===== src/rtl/if_stage.sv =====
// Instruction-fetch stage: drives the imem handshake, tracks the fetch PC and owns the IF/ID
// register. A one-entry buffer parks a word that arrives while ID is stalled.
module if_stage #(
    parameter logic [31:0] RESET_PC = 32'h0000_0000,
    parameter logic [31:0] NOP      = 32'h0000_0013
) (
    input  logic        clk,
    input  logic        rst,
    input  logic        stall_i,
    input  logic        redirect_i,
    input  logic [31:0] redirect_pc_i,
    output logic        imem_req,
    output logic [31:0] imem_addr,
    input  logic        imem_ready,
    input  logic [31:0] imem_rdata,
    output logic [31:0] inst_o,
    output logic [31:0] pc_o,
    output logic [31:0] pc4_o,
    output logic        valid_o
);

    typedef enum logic [1:0] {
        StFetch,
        StDrop,
        StBuf
    } state_t;

    state_t      state_q;
    logic [31:0] req_addr_q;
    logic [31:0] tgt_q;
    logic [31:0] buf_inst_q;
    logic [31:0] buf_pc_q;
    logic [31:0] inst_q;
    logic [31:0] pc_q;
    logic [31:0] pc4_q;
    logic        valid_q;

    logic [31:0] target;
    logic [31:0] req_addr_inc;

    assign target       = {redirect_pc_i[31:2], 2'b00};
    assign req_addr_inc = req_addr_q + 32'd4;

    assign imem_req  = (state_q != StBuf) && !rst;
    assign imem_addr = req_addr_q;
    assign inst_o    = inst_q;
    assign pc_o      = pc_q;
    assign pc4_o     = pc4_q;
    assign valid_o   = valid_q;

    always_ff @(posedge clk) begin
        if (rst) begin
            state_q    <= StFetch;
            req_addr_q <= RESET_PC;
            tgt_q      <= 32'd0;
            buf_inst_q <= NOP;
            buf_pc_q   <= 32'd0;
            inst_q     <= NOP;
            pc_q       <= 32'd0;
            pc4_q      <= 32'd4;
            valid_q    <= 1'b0;
        end else if (redirect_i) begin
            // Flush wins over a same-cycle stall; pc/pc4 are left as-is under the bubble.
            inst_q  <= NOP;
            valid_q <= 1'b0;
            unique case (state_q)
                StFetch: begin
                    if (imem_ready) begin
                        req_addr_q <= target;
                    end else begin
                        // Request in flight: keep the address stable, discard its response.
                        tgt_q   <= target;
                        state_q <= StDrop;
                    end
                end
                StDrop: begin
                    if (imem_ready) begin
                        req_addr_q <= target;
                        state_q    <= StFetch;
                    end else begin
                        tgt_q <= target;
                    end
                end
                StBuf: begin
                    req_addr_q <= target;
                    state_q    <= StFetch;
                end
                default: state_q <= StFetch;
            endcase
        end else if (stall_i) begin
            unique case (state_q)
                StFetch: begin
                    if (imem_ready) begin
                        buf_inst_q <= imem_rdata;
                        buf_pc_q   <= req_addr_q;
                        req_addr_q <= req_addr_inc;
                        state_q    <= StBuf;
                    end
                end
                StDrop: begin
                    if (imem_ready) begin
                        req_addr_q <= tgt_q;
                        state_q    <= StFetch;
                    end
                end
                StBuf: state_q <= StBuf;
                default: state_q <= StFetch;
            endcase
        end else begin
            unique case (state_q)
                StFetch: begin
                    if (imem_ready) begin
                        inst_q     <= imem_rdata;
                        pc_q       <= req_addr_q;
                        pc4_q      <= req_addr_inc;
                        valid_q    <= 1'b1;
                        req_addr_q <= req_addr_inc;
                    end else begin
                        inst_q  <= NOP;
                        valid_q <= 1'b0;
                    end
                end
                StDrop: begin
                    inst_q  <= NOP;
                    valid_q <= 1'b0;
                    if (imem_ready) begin
                        req_addr_q <= tgt_q;
                        state_q    <= StFetch;
                    end
                end
                StBuf: begin
                    // req_addr already points past the buffered word, so fetching resumes now.
                    inst_q  <= buf_inst_q;
                    pc_q    <= buf_pc_q;
                    pc4_q   <= buf_pc_q + 32'd4;
                    valid_q <= 1'b1;
                    state_q <= StFetch;
                end
                default: state_q <= StFetch;
            endcase
        end
    end

    a_addr_stable : assert property (@(posedge clk) disable iff (rst)
        (imem_req && !imem_ready) |=> $stable(imem_addr));

    a_pc4_link : assert property (@(posedge clk) disable iff (rst)
        pc4_q == pc_q + 32'd4);

endmodule


===== config.mk =====
export PLATFORM = sky130hd
export DESIGN_NAME = if_stage
export DESIGN_NICKNAME = d
export VERILOG_FILES = /design/src/rtl/if_stage.sv
export SDC_FILE = /design/constraint.sdc
export NUM_CORES = 1
export LEC_CHECK = 0
export ABC_AREA = 1
export CAP_MARGIN = 20
export CORE_MARGIN = 4
export CORE_UTILIZATION = 45
export CTS_CLUSTER_SIZE = 20
export DETAILED_ROUTE_END_ITERATION = 10
export GPL_TIMING_DRIVEN = 0
export HOLD_SLACK_MARGIN = 0.08
export PLACE_DENSITY = 0.7
export SLEW_MARGIN = 20
export SYNTH_ARGS = -nofsm -noshare
export SYNTH_HDL_FRONTEND = slang
export SYNTH_SLANG_ARGS = --single-unit

===== constraint.sdc =====
create_clock -name clk -period 5.5 [get_ports clk]
set_input_delay 0.55 -clock clk [delete_from_list [all_inputs] [get_ports clk]]
set_output_delay 0.55 -clock clk [all_outputs]
set_load 0.01 [all_outputs]

==> results.json, run 1 <==
{
  "ff_latch_area_um2": 4340,
  "worst_ep_required_time_ns": 4.95,
  "dieArea_um2": 26300,
  "ant_nets": 0,
  "hold_viol": 0,
  "hold_buffers": 0,
  "synthCells": 1545,
  "grt_start_max_net_pins": 13,
  "wire_per_inst_um": 18.6,
  "worst_pin_slew_ns": 0.757,
  "gp_congestion": 0.951,
  "synth_area_leaders": "dfxtp_1 41%, nand2_1 11%, o21ai_0 9.7%",
  "rr_worst_depth": 8,
  "synth_top_family_by_area": "simple AND/OR/NAND/NOR gates",
  "grt_pass1_wl_mm": 60.5,
  "fin_crit_sh_pct": 65.7,
  "ys_types": 39,
  "grtUsageMet2_pct": 43.1,
  "worstSetupEndpointType": "output port",
  "gr-usage-met1_pct": 42.5,
  "synthXorXnorAreaFrac_pct": 1.88,
  "setup_violations": 0,
  "drcViolationCount": 0,
  "yosys.area.top_type": "dfxtp_1",
  "numCtsBuffers": 24,
  "multi_input_area_um2": 5460,
  "slew_viol_final": 0,
  "gr-usage-met3_pct": 5.56,
  "yosysTopAreaCellShare_pct": 40.6,
  "internal_power_w": 0.00299,
  "num_io_pins": 199,
  "antenna_cells": 0,
  "cts_tree": "yes",
  "area_delta_synth_final_pct": 29.2,
  "routed_wl_mm": 39.0,
  "clock_path_buffers": 3,
  "n_fill_cell": 2273,
  "seqPwrFrac_pct": 43.1,
  "worst-path-max-fanout": 10,
  "clock_latency_ns": 0.52,
  "swShare_pct": 29.5,
  "dr.pass1.iters": 8,
  "timing.hold.ws_ns": 0.452,
  "avgSynthCellArea_um2": 6.93,
  "cts.repair.resized": 0,
  "slew_headroom_pct": 49.6,
  "comb_power_share_pct": 18.1,
  "final_util_pct": 59.1,
  "cp-start-kind": "flip-flop",
  "drt_iter0_drc": 1094,
  "peakVddDrop_mv": 0.215,
  "dpl.hpwl_mm": 29.9,
  "final_nets": 1843,
  "cts.reportedPaths.clkPinSlew_ns": 0.06,
  "layout-drive-gt1-share_pct": 7.18,
  "synthMuxAreaShare_pct": 0,
  "power.density_nw_per_um2": 307,
  "synth_compound_area_share_pct": 23.8,
  "dieHeight_um": 162,
  "drv_cap": 0,
  "tns_ns": 0,
  "whs_path_depth": 2,
  "port-buffer-count": 190,
  "floorplan.initialDensity_pct": 45.7,
  "layout_min_cycle_time_ns": 3.61,
  "cts.sinks": 217,
  "clkPwrFrac_pct": 38.8,
  "postCtsSetupBuffers": 0,
  "critPathKind": "reg -> out",
  "cp.arrival_ns": 3.06,
  "p_leak_nw": 5.54,
  "hold_path.class": "reg -> reg",
  "vias": 11500,
  "ys_warn_count": 0,
  "die_x_um": 162,
  "cts_root_buffer": "clkbuf_16",
  "place_ws_ns": 2.45,
  "status": "finished clean",
  "grt_busiest_layer": "met2",
  "worst_slack_ns": 1.89,
  "max_freq_ghz": 0.277,
  "core_area_um2": 23400,
  "p_switching_w": 0.00125,
  "synth-seq-area-share_pct": 40.6,
  "syn_area_um2": 10700,
  "rows": 56,
  "ys_seq_elements": 217,
  "gr-total-overflow": 0,
  "rsz0062_at_grt": "false",
  "grt_use_total_pct": 28.6,
  "antenna_found_initial": 0,
  "viasPerCell": 5.48,
  "first_global_vias": 10900,
  "synth_fa_ha_area_share_pct": 0.935,
  "htreeDepth": 1,
  "clock_skew_ns": 0.0115,
  "yosys.area_share.simple_pct": 24.3
}
[flip-flops by register name, indices dropped and copies added, names as in the netlist]
| signal | flops |
|---|---|
| buf_inst_q | 32 |
| inst_o | 32 |
| buf_pc_q | 30 |
| imem_addr | 30 |
| pc4_o | 30 |
| pc_o | 30 |
| tgt_q | 30 |
| state_q | 2 |
| valid_o | 1 |
[synth_stat cells]
cell type,number
buf_2,24
o21a_1,8
nor2_8,1
nor2_4,9
or2_2,9
nor2_1,146
nor3_2,2
clkbuf_1,61
a21oi_1,171
nand4_4,1
o21ai_1,10
nor3_1,9
nand4_1,4
xor2_1,19
a22oi_1,28
inv_2,10
o211ai_1,15
inv_1,110
a211oi_1,1
nand2_2,7
xnor2_1,4
dfxtp_1,217
o31ai_1,1
nor2_2,10
conb_1,1
o21ai_0,207
nand2_4,2
clkbuf_2,1
buf_1,3
nand3b_1,5
and2_1,2
ha_1,8
buf_4,13
a31oi_1,30
o22ai_1,1
nand2_1,320
o21ai_2,1
nand3_1,72
nand3_2,2
[worst max-delay path: stages, from the launching register on]
cell             delay [ns]
dfxtp_1                0.37
inv_1                  0.13
ha_1                   0.27
buf_2                  0.31
buf_2                  0.29
buf_1                  0.54
nor2_1                 0.13
clkdlybuf4s50_1        0.51
[cells in the final DEF (no fill, tap or decap), drive strengths merged]
cell	n
a211oi	1
a21oi	171
a22oi	28
a31oi	30
and2	2
buf	40
bufinv	1
clkbuf	102
clkdlybuf4s50	190
clkinv	1
clkinvlp	1
conb	6
dfxtp	217
ha	8
inv	120
nand2	329
nand3	74
nand3b	5
nand4	5
nor2	166
nor3	11
o211ai	15
o21a	8
o21ai	218
o22ai	1
o31ai	1
or2	9
xnor2	4
xor2	19
[worst paths after layout]
check                           startpoint        to  slack, ns
worst max-delay path            state_q[0]  imem_req       1.89
worst max register to register  state_q[0]  pc4_o[5]       2.90
worst min-delay path              pc4_o[2]  pc4_o[2]       0.45
worst min register to register    pc4_o[2]  pc4_o[2]       0.45
[routing by layer]
| layer | vias to the layer above | wire length [µm] | part of all wire (%) |
|---|---|---|---|
| li1 | 5574 | - | - |
| met1 | 5331 | 17600 | 45 |
| met2 | 561 | 16600 | 43 |
| met3 | 62 | 3990 | 10 |
| met4 | 0 | 782 | 2.0 |
| met5 | - | 0 | 0 |
[power by group through the flow]
stage / Combinational (W) / Sequential (W) / Clock, W
floorplan: 0.000377 / 0.00183 / 0
global placement: 0.000744 / 0.00185 / 0
detailed placement: 0.000750 / 0.00185 / 0
CTS: 0.000755 / 0.00182 / 0.00165
global route: 0.000836 / 0.00184 / 0.00173
finish: 0.000765 / 0.00183 / 0.00164
[stage by stage]
| stage | std cells | instance area, µm² | total power (W) |
|---|---|---|---|
| 2_1_floorplan | 1550 | 10700 | 0.00221 |
| 3_3_place_gp | 2059 | 13000 | 0.00260 |
| 6_report | 2102 | 13800 | 0.00424 |
| 5_1_grt | 2102 | 13800 | 0.00440 |
| 4_1_cts | 2102 | 13800 | 0.00423 |
| 3_5_place_dp | 2059 | 13000 | 0.00260 |
[logic make-up (layout without fill, tap and decap cells)]
kind of cell | after synthesis | in the layout
AOI/OAI and AO/OA | 473 | 473
xor gates and xnor gates | 23 | 23
adders and majority gates | 8 | 8
buffers and inverters | 222 | 455
DFF | 217 | 217
other | 1 | 6
and+or+nand+nor | 601 | 601
[layout make-up]
type                            count  share of cell area (%)
Sequential cell                   217                    31.4
Clock inverter                      3                   0.308
Timing Repair Buffer              190                    13.8
Inverter                          120                    3.26
Tap cell                          319                    2.89
Multi-Input combinational cell   1111                    39.5
Clock buffer                       40                    5.51
Buffer                            102                    3.35
(Power assumes the default switching activity.)
==> run 2, diff against run 1 <==
==> constraint.sdc (replaced) <==
create_clock -name clk -period 3.8 [get_ports clk]
set_input_delay 0.38 -clock clk [delete_from_list [all_inputs] [get_ports clk]]
set_output_delay 0.38 -clock clk [all_outputs]
set_load 0.01 [all_outputs]
==> results of run 2 <==
Same layout as run 1 (identical final DEF). Status: finished clean.
Main changes from that run: setup slack after placement 2.45 ns -> 0.921 ns; setup slack after layout 1.89 ns -> 0.357 ns; hold slack 0.452 ns -> 0.431 ns; register-to-register setup slack 2.90 ns -> 1.20 ns; end point of the worst hold path pc4_o[2] -> tgt_q[29]; total power 0.00424 W -> 0.00613 W; worst IR drop on VDD 0.215 mV -> 0.312 mV
==> run 3, diff against run 2 <==
==> constraint.sdc (replaced) <==
create_clock -name clk -period 3.8 [get_ports clk]
set_input_delay 0.38 -clock clk [delete_from_list [all_inputs] [get_ports clk]]
set_output_delay 0.38 -clock clk [all_outputs]
set_load 0.005 [all_outputs]
==> results of run 3 <==
Same layout as run 1 (identical final DEF). Status: finished clean.
Main changes from that run: setup slack after placement 2.45 ns -> 0.954 ns; setup slack after layout 1.89 ns -> 0.390 ns; hold slack 0.452 ns -> 0.431 ns; register-to-register setup slack 2.90 ns -> 1.20 ns; end point of the worst hold path pc4_o[2] -> tgt_q[29]; total power 0.00424 W -> 0.00609 W; worst IR drop on VDD 0.215 mV -> 0.312 mV
